==> src/rtl/ram_arb_pkg.sv <==
// rtl/ram_arb_pkg.sv - shared types and defaults for the single-port RAM arbiter
package ram_arb_pkg;

    localparam int ADDR_W_DEF = 5;
    localparam int DATA_W_DEF = 8;

    typedef enum logic {
        REQ0 = 1'b0,
        REQ1 = 1'b1
    } req_id_t;

    // One slot of the read-return tracking pipe
    typedef struct packed {
        logic    valid;
        req_id_t id;
    } rd_entry_t;

endpackage

==> src/rtl/rr_arb2.sv <==
// rtl/rr_arb2.sv - two-way round-robin picker, purely combinational
module rr_arb2
    import ram_arb_pkg::*;
(
    input  logic [1:0] valid,
    input  req_id_t    ptr,
    output logic [1:0] grant,
    output req_id_t    next_ptr
);

    // Tie goes to the pointer and flips it; a lone request is granted without touching the pointer
    always_comb begin
        grant    = valid;
        next_ptr = ptr;
        if (valid == 2'b11) begin
            if (ptr == REQ0) begin
                grant    = 2'b01;
                next_ptr = REQ1;
            end else begin
                grant    = 2'b10;
                next_ptr = REQ0;
            end
        end
    end

endmodule

==> src/rtl/ram_sp_arbiter.sv <==
// rtl/ram_sp_arbiter.sv - shares one single-port RAM between two requesters
module ram_sp_arbiter
    import ram_arb_pkg::*;
#(
    parameter int ADDR_W = ADDR_W_DEF,
    parameter int DATA_W = DATA_W_DEF,
    parameter int RD_LAT = 1
) (
    input  logic              sys_clk,
    input  logic              sys_rst,
    input  logic              req0_valid,
    input  logic              req0_we,
    input  logic [ADDR_W-1:0] req0_addr,
    input  logic [DATA_W-1:0] req0_wdata,
    output logic              req0_ack,
    output logic              rd0_valid,
    output logic [DATA_W-1:0] rd0_data,
    input  logic              req1_valid,
    input  logic              req1_we,
    input  logic [ADDR_W-1:0] req1_addr,
    input  logic [DATA_W-1:0] req1_wdata,
    output logic              req1_ack,
    output logic              rd1_valid,
    output logic [DATA_W-1:0] rd1_data,
    output logic              ram_en,
    output logic              ram_we,
    output logic [ADDR_W-1:0] ram_addr,
    output logic [DATA_W-1:0] ram_wr_data,
    input  logic [DATA_W-1:0] ram_rd_data
);

    req_id_t           prio;
    req_id_t           prio_next;
    logic [1:0]        grant;
    logic              acc;
    req_id_t           acc_id;
    logic              acc_we;
    logic [ADDR_W-1:0] acc_addr;
    logic [DATA_W-1:0] acc_wdata;
    rd_entry_t         rd_new;
    rd_entry_t [RD_LAT:0] rd_pipe;

    rr_arb2 u_rr_arb2 (
        .valid    ({req1_valid, req0_valid}),
        .ptr      (prio),
        .grant    (grant),
        .next_ptr (prio_next)
    );

    // Acks are suppressed during reset so nothing is accepted into a clearing pipeline
    always_comb begin
        req0_ack  = grant[0] & ~sys_rst;
        req1_ack  = grant[1] & ~sys_rst;
        acc       = req0_ack | req1_ack;
        acc_id    = req1_ack ? REQ1 : REQ0;
        acc_we    = req1_ack ? req1_we    : req0_we;
        acc_addr  = req1_ack ? req1_addr  : req0_addr;
        acc_wdata = req1_ack ? req1_wdata : req0_wdata;
        rd_new    = '{valid: acc & ~acc_we, id: acc_id};
    end

    // Priority pointer; the picker only moves it on a tie
    always_ff @(posedge sys_clk or posedge sys_rst) begin
        if (sys_rst) begin
            prio <= REQ0;
        end else begin
            prio <= prio_next;
        end
    end

    // RAM command register; address and write data hold when idle
    always_ff @(posedge sys_clk or posedge sys_rst) begin
        if (sys_rst) begin
            ram_en      <= 1'b0;
            ram_we      <= 1'b0;
            ram_addr    <= '0;
            ram_wr_data <= '0;
        end else if (acc) begin
            ram_en      <= 1'b1;
            ram_we      <= acc_we;
            ram_addr    <= acc_addr;
            ram_wr_data <= acc_wdata;
        end else begin
            ram_en      <= 1'b0;
            ram_we      <= 1'b0;
        end
    end

    // Read tracking: stage k is visible k+1 cycles after acceptance, so the last stage lines up with douta
    always_ff @(posedge sys_clk or posedge sys_rst) begin
        if (sys_rst) begin
            rd_pipe <= '0;
        end else begin
            rd_pipe <= {rd_pipe[RD_LAT-1:0], rd_new};
        end
    end

    // Steer the RAM output to whichever requester owns the returning read
    always_comb begin
        rd0_valid = rd_pipe[RD_LAT].valid && (rd_pipe[RD_LAT].id == REQ0);
        rd1_valid = rd_pipe[RD_LAT].valid && (rd_pipe[RD_LAT].id == REQ1);
        rd0_data  = ram_rd_data;
        rd1_data  = ram_rd_data;
    end

endmodule

==> config.mk <==
export PLATFORM = sky130hd
export DESIGN_NAME = ram_sp_arbiter
export DESIGN_NICKNAME = d
export VERILOG_FILES = /design/src/rtl/ram_arb_pkg.sv /design/src/rtl/rr_arb2.sv /design/src/rtl/ram_sp_arbiter.sv
export SDC_FILE = /design/constraint.sdc
export NUM_CORES = 1
export LEC_CHECK = 0
export BUFFER_PORTS_ARGS = -buffer_cell sky130_fd_sc_hd__buf_2
export CAP_MARGIN = 5
export CELL_PAD_IN_SITES_DETAIL_PLACEMENT = 0
export CELL_PAD_IN_SITES_GLOBAL_PLACEMENT = 1
export CORE_MARGIN = 3
export CORE_UTILIZATION = 31
export CTS_CLUSTER_DIAMETER = 40
export DETAILED_ROUTE_END_ITERATION = 16
export PLACE_DENSITY = 0.83
export SYNTH_ARGS = -nofsm -noshare
export SYNTH_HDL_FRONTEND = slang
export SYNTH_SLANG_ARGS = --single-unit
==> constraint.sdc <==
create_clock -name sys_clk -period 3.4 [get_ports sys_clk]
set_input_delay 0.17 -clock sys_clk [delete_from_list [all_inputs] [get_ports sys_clk]]
set_output_delay 0.17 -clock sys_clk [all_outputs]
set_load 0.01 [all_outputs]
==> impl_metrics.ini <==
[status]
status = complete, no violations

[clock_network]
cts_setup_buffers = 0
insertion_delay_ns = 0.30
cts_max_level = 1
cts_buffers = 3
clkSinkCount = 20
cts_buffer_depth = 2
clkSlewWorstSetupHoldPaths_ns = 0.11
tritoncts = done
ctsResizeCount = 0
hold_buffers = 0
clockRootBuffer = clkbuf_4

[sta]
fmax_ghz = 0.564
slew_headroom = 0.382
tightest_slew_ns = 0.927
hold_violations = 0
finalSetupTns_ns = 0
setup_viol = 0
period_needed_ns = 1.77
rsz0062_at_grt = false
worst_clock_skew_ns = 0.00396
fin_crit_sh = 0.521
worst_slack_ns = 1.63
finalMaxSlewViolations = 0

[power_and_ir_drop]
leakage_nw = 0.573
power.density_nw_per_um2 = 488
peakVddDrop_mv = 0.178
power_uw = 616

[finish]
final_nets = 183
final_util = 0.372
drive_above_1_share = 0.394
final_area_um2 = 1260
syn2layout_area_growth_pct = 13.6
num_antenna_cells = 0

[grt]
use_met3 = 0.0136
busiest_layer = met2
first_global_vias = 936
grt_pass1_wl_um = 4220
grtUsageMet1 = 0.149
antenna_found_initial = 0
grt.overflow.total = 0
grt_usage = 0.127
gr-usage-met2 = 0.224
grt_max_degree = 32

[critical_path]
cp-end-kind = output pin
cp_max_fo = 17
crit_type = register to output pin
r2r-end = rd_pipe[1]$_DFF_PP0_
rrSetupSlack_ns = 1.90
slowest_delay_ns = 0.63
worstPathRequired_ns = 3.23
rr_startpoint = prio$_DFFE_PP0N_
worstSetupStartpointType = register
crit_buf_inv = 1
r2r_cells = 3
crit_slowest_cell = dfrtp_1
crit_family = flip-flops
critical_path_arrival_ns = 1.60
path_cells = nor2b_4 > nor2_1 > buf_2

[place]
dp_hpwl_um = 2010
gp_congestion = 0.746
pre_cts_ws_ns = 1.76
port_buffers = 50
placed_area_um2 = 1230

[hold_path]
min-delay-path-class = input pin to async pin

[floorplan]
start_util = 0.328
ios = 75
die_h_um = 65.9
core_area_um2 = 3390
die_w_um = 65.9
num_rows = 21
die-area_um2 = 4340

[detailed_routing]
drt_iter0_drc = 59
num_vias = 956
wirelength_um = 2780
drc = 0
ant_nets = 0
drt_first_pass_iters = 4
avgViaCountPerCell = 5.09
routedWlPerCell_um = 14.8

[synth]
synth-seq-cells = 20
ys_types = 21
syn_area_per_cell_um2 = 9.75
synthCells = 114
yosys_warnings = 0
syn-num-nets = 154
netlist_area_um2 = 1110
seq_area_frac_synth = 0.450

[flow_run]
drv_cap = 0
kinds of logic after synthesis:
kind of cell / count (synthesis) / synth area share
compound gates: 44 / 0.269
buf+inv: 29 / 0.187
flops: 20 / 0.450
simple gates: 20 / 0.0856
xor+xnor: 1 / 0.00788
worst max-delay path by stage:
stage	end	depth (start not counted)	startpoint	slack, ns
6_report	req1_ack	3	prio$_DFFE_PP0N_	1.63
5_1_grt	req1_ack	3	prio$_DFFE_PP0N_	1.51
4_1_cts	req1_ack	3	prio$_DFFE_PP0N_	1.63
3_5_place_dp	ram_addr[4]$_DFFE_PP0P_	3	req1_valid	1.76
3_3_place_gp	rd_pipe[1]$_DFF_PP0_	3	req1_valid	1.88
2_1_floorplan	req0_ack	3	prio$_DFFE_PP0N_	2.24
power breakdown:
group / leakage (nW) / internal (mW) / switching (mW) / total, mW
Clock: 0.0210 / 0.0652 / 0.0723 / 0.137
Sequential: 0.234 / 0.274 / 0.0491 / 0.323
Combinational: 0.317 / 0.0667 / 0.0888 / 0.155
through the flow:
step | hold slack, ns | std cells
2_1_floorplan | 0.268 | 114
3_3_place_gp | 0.329 | 184
3_5_place_dp | 0.340 | 184
4_1_cts | 0.0133 | 188
5_1_grt | 0.0541 | 188
6_report | 0.0123 | 188
worst reg2reg max path: cells and delay by family, from the launching register on:
| kind | cells | cell delay (ns) |
|---|---|---|
| compound gates | 1 | 0.15 |
| flops | 1 | 0.63 |
| simple gates | 2 | 0.61 |
sequential cells by signal, summed over array words and instances (netlist names):
| name | cells |
|---|---|
| rd_pipe | 4 |
| prio | 1 |
| ram_wr_data | 8 |
| ram_en | 1 |
| ram_we | 1 |
| ram_addr | 5 |
cell usage after synthesis (all sizes together):
cell     number  area [um2]
o21ba         1        10.0
a21boi        1        7.51
clkbuf        1        5.00
a31oi        13        81.3
inv           2        7.51
nor2         14        52.6
nor2b         2        20.0
buf          26         195
and2          1        6.26
nand2         1        3.75
xnor2         1        8.76
o21ai        14        70.1
a211oi        1        7.51
o2111ai      14         123
and3          1        6.26
dfrtp        20         500
nand2b        1        6.26
final cells by class:
cell class                 count  area (um2)
clock buffer                   4        36.3
fill                         354        2130
inverter                       2        7.51
multi-input combinational     65         403
sequential                    20         500
tap                           46        57.6
timing repair buffer          51         258
cells in the final DEF, fill, tap and decap left out, types with 2 or more instances in the layout:
master / n
a31oi_1: 13
dfrtp_1: 20
o21ai_1: 2
nor2_1: 14
inv_1: 2
o2111ai_1: 14
buf_2: 50
o21ai_0: 12
clkbuf_4: 3
per-layer routing:
layer  wire length, um  share of wire
met5                 0              0
met1              1200           0.43
met4                52          0.019
met2              1360           0.49
met3               169          0.061
(Power assumes the default switching activity.)
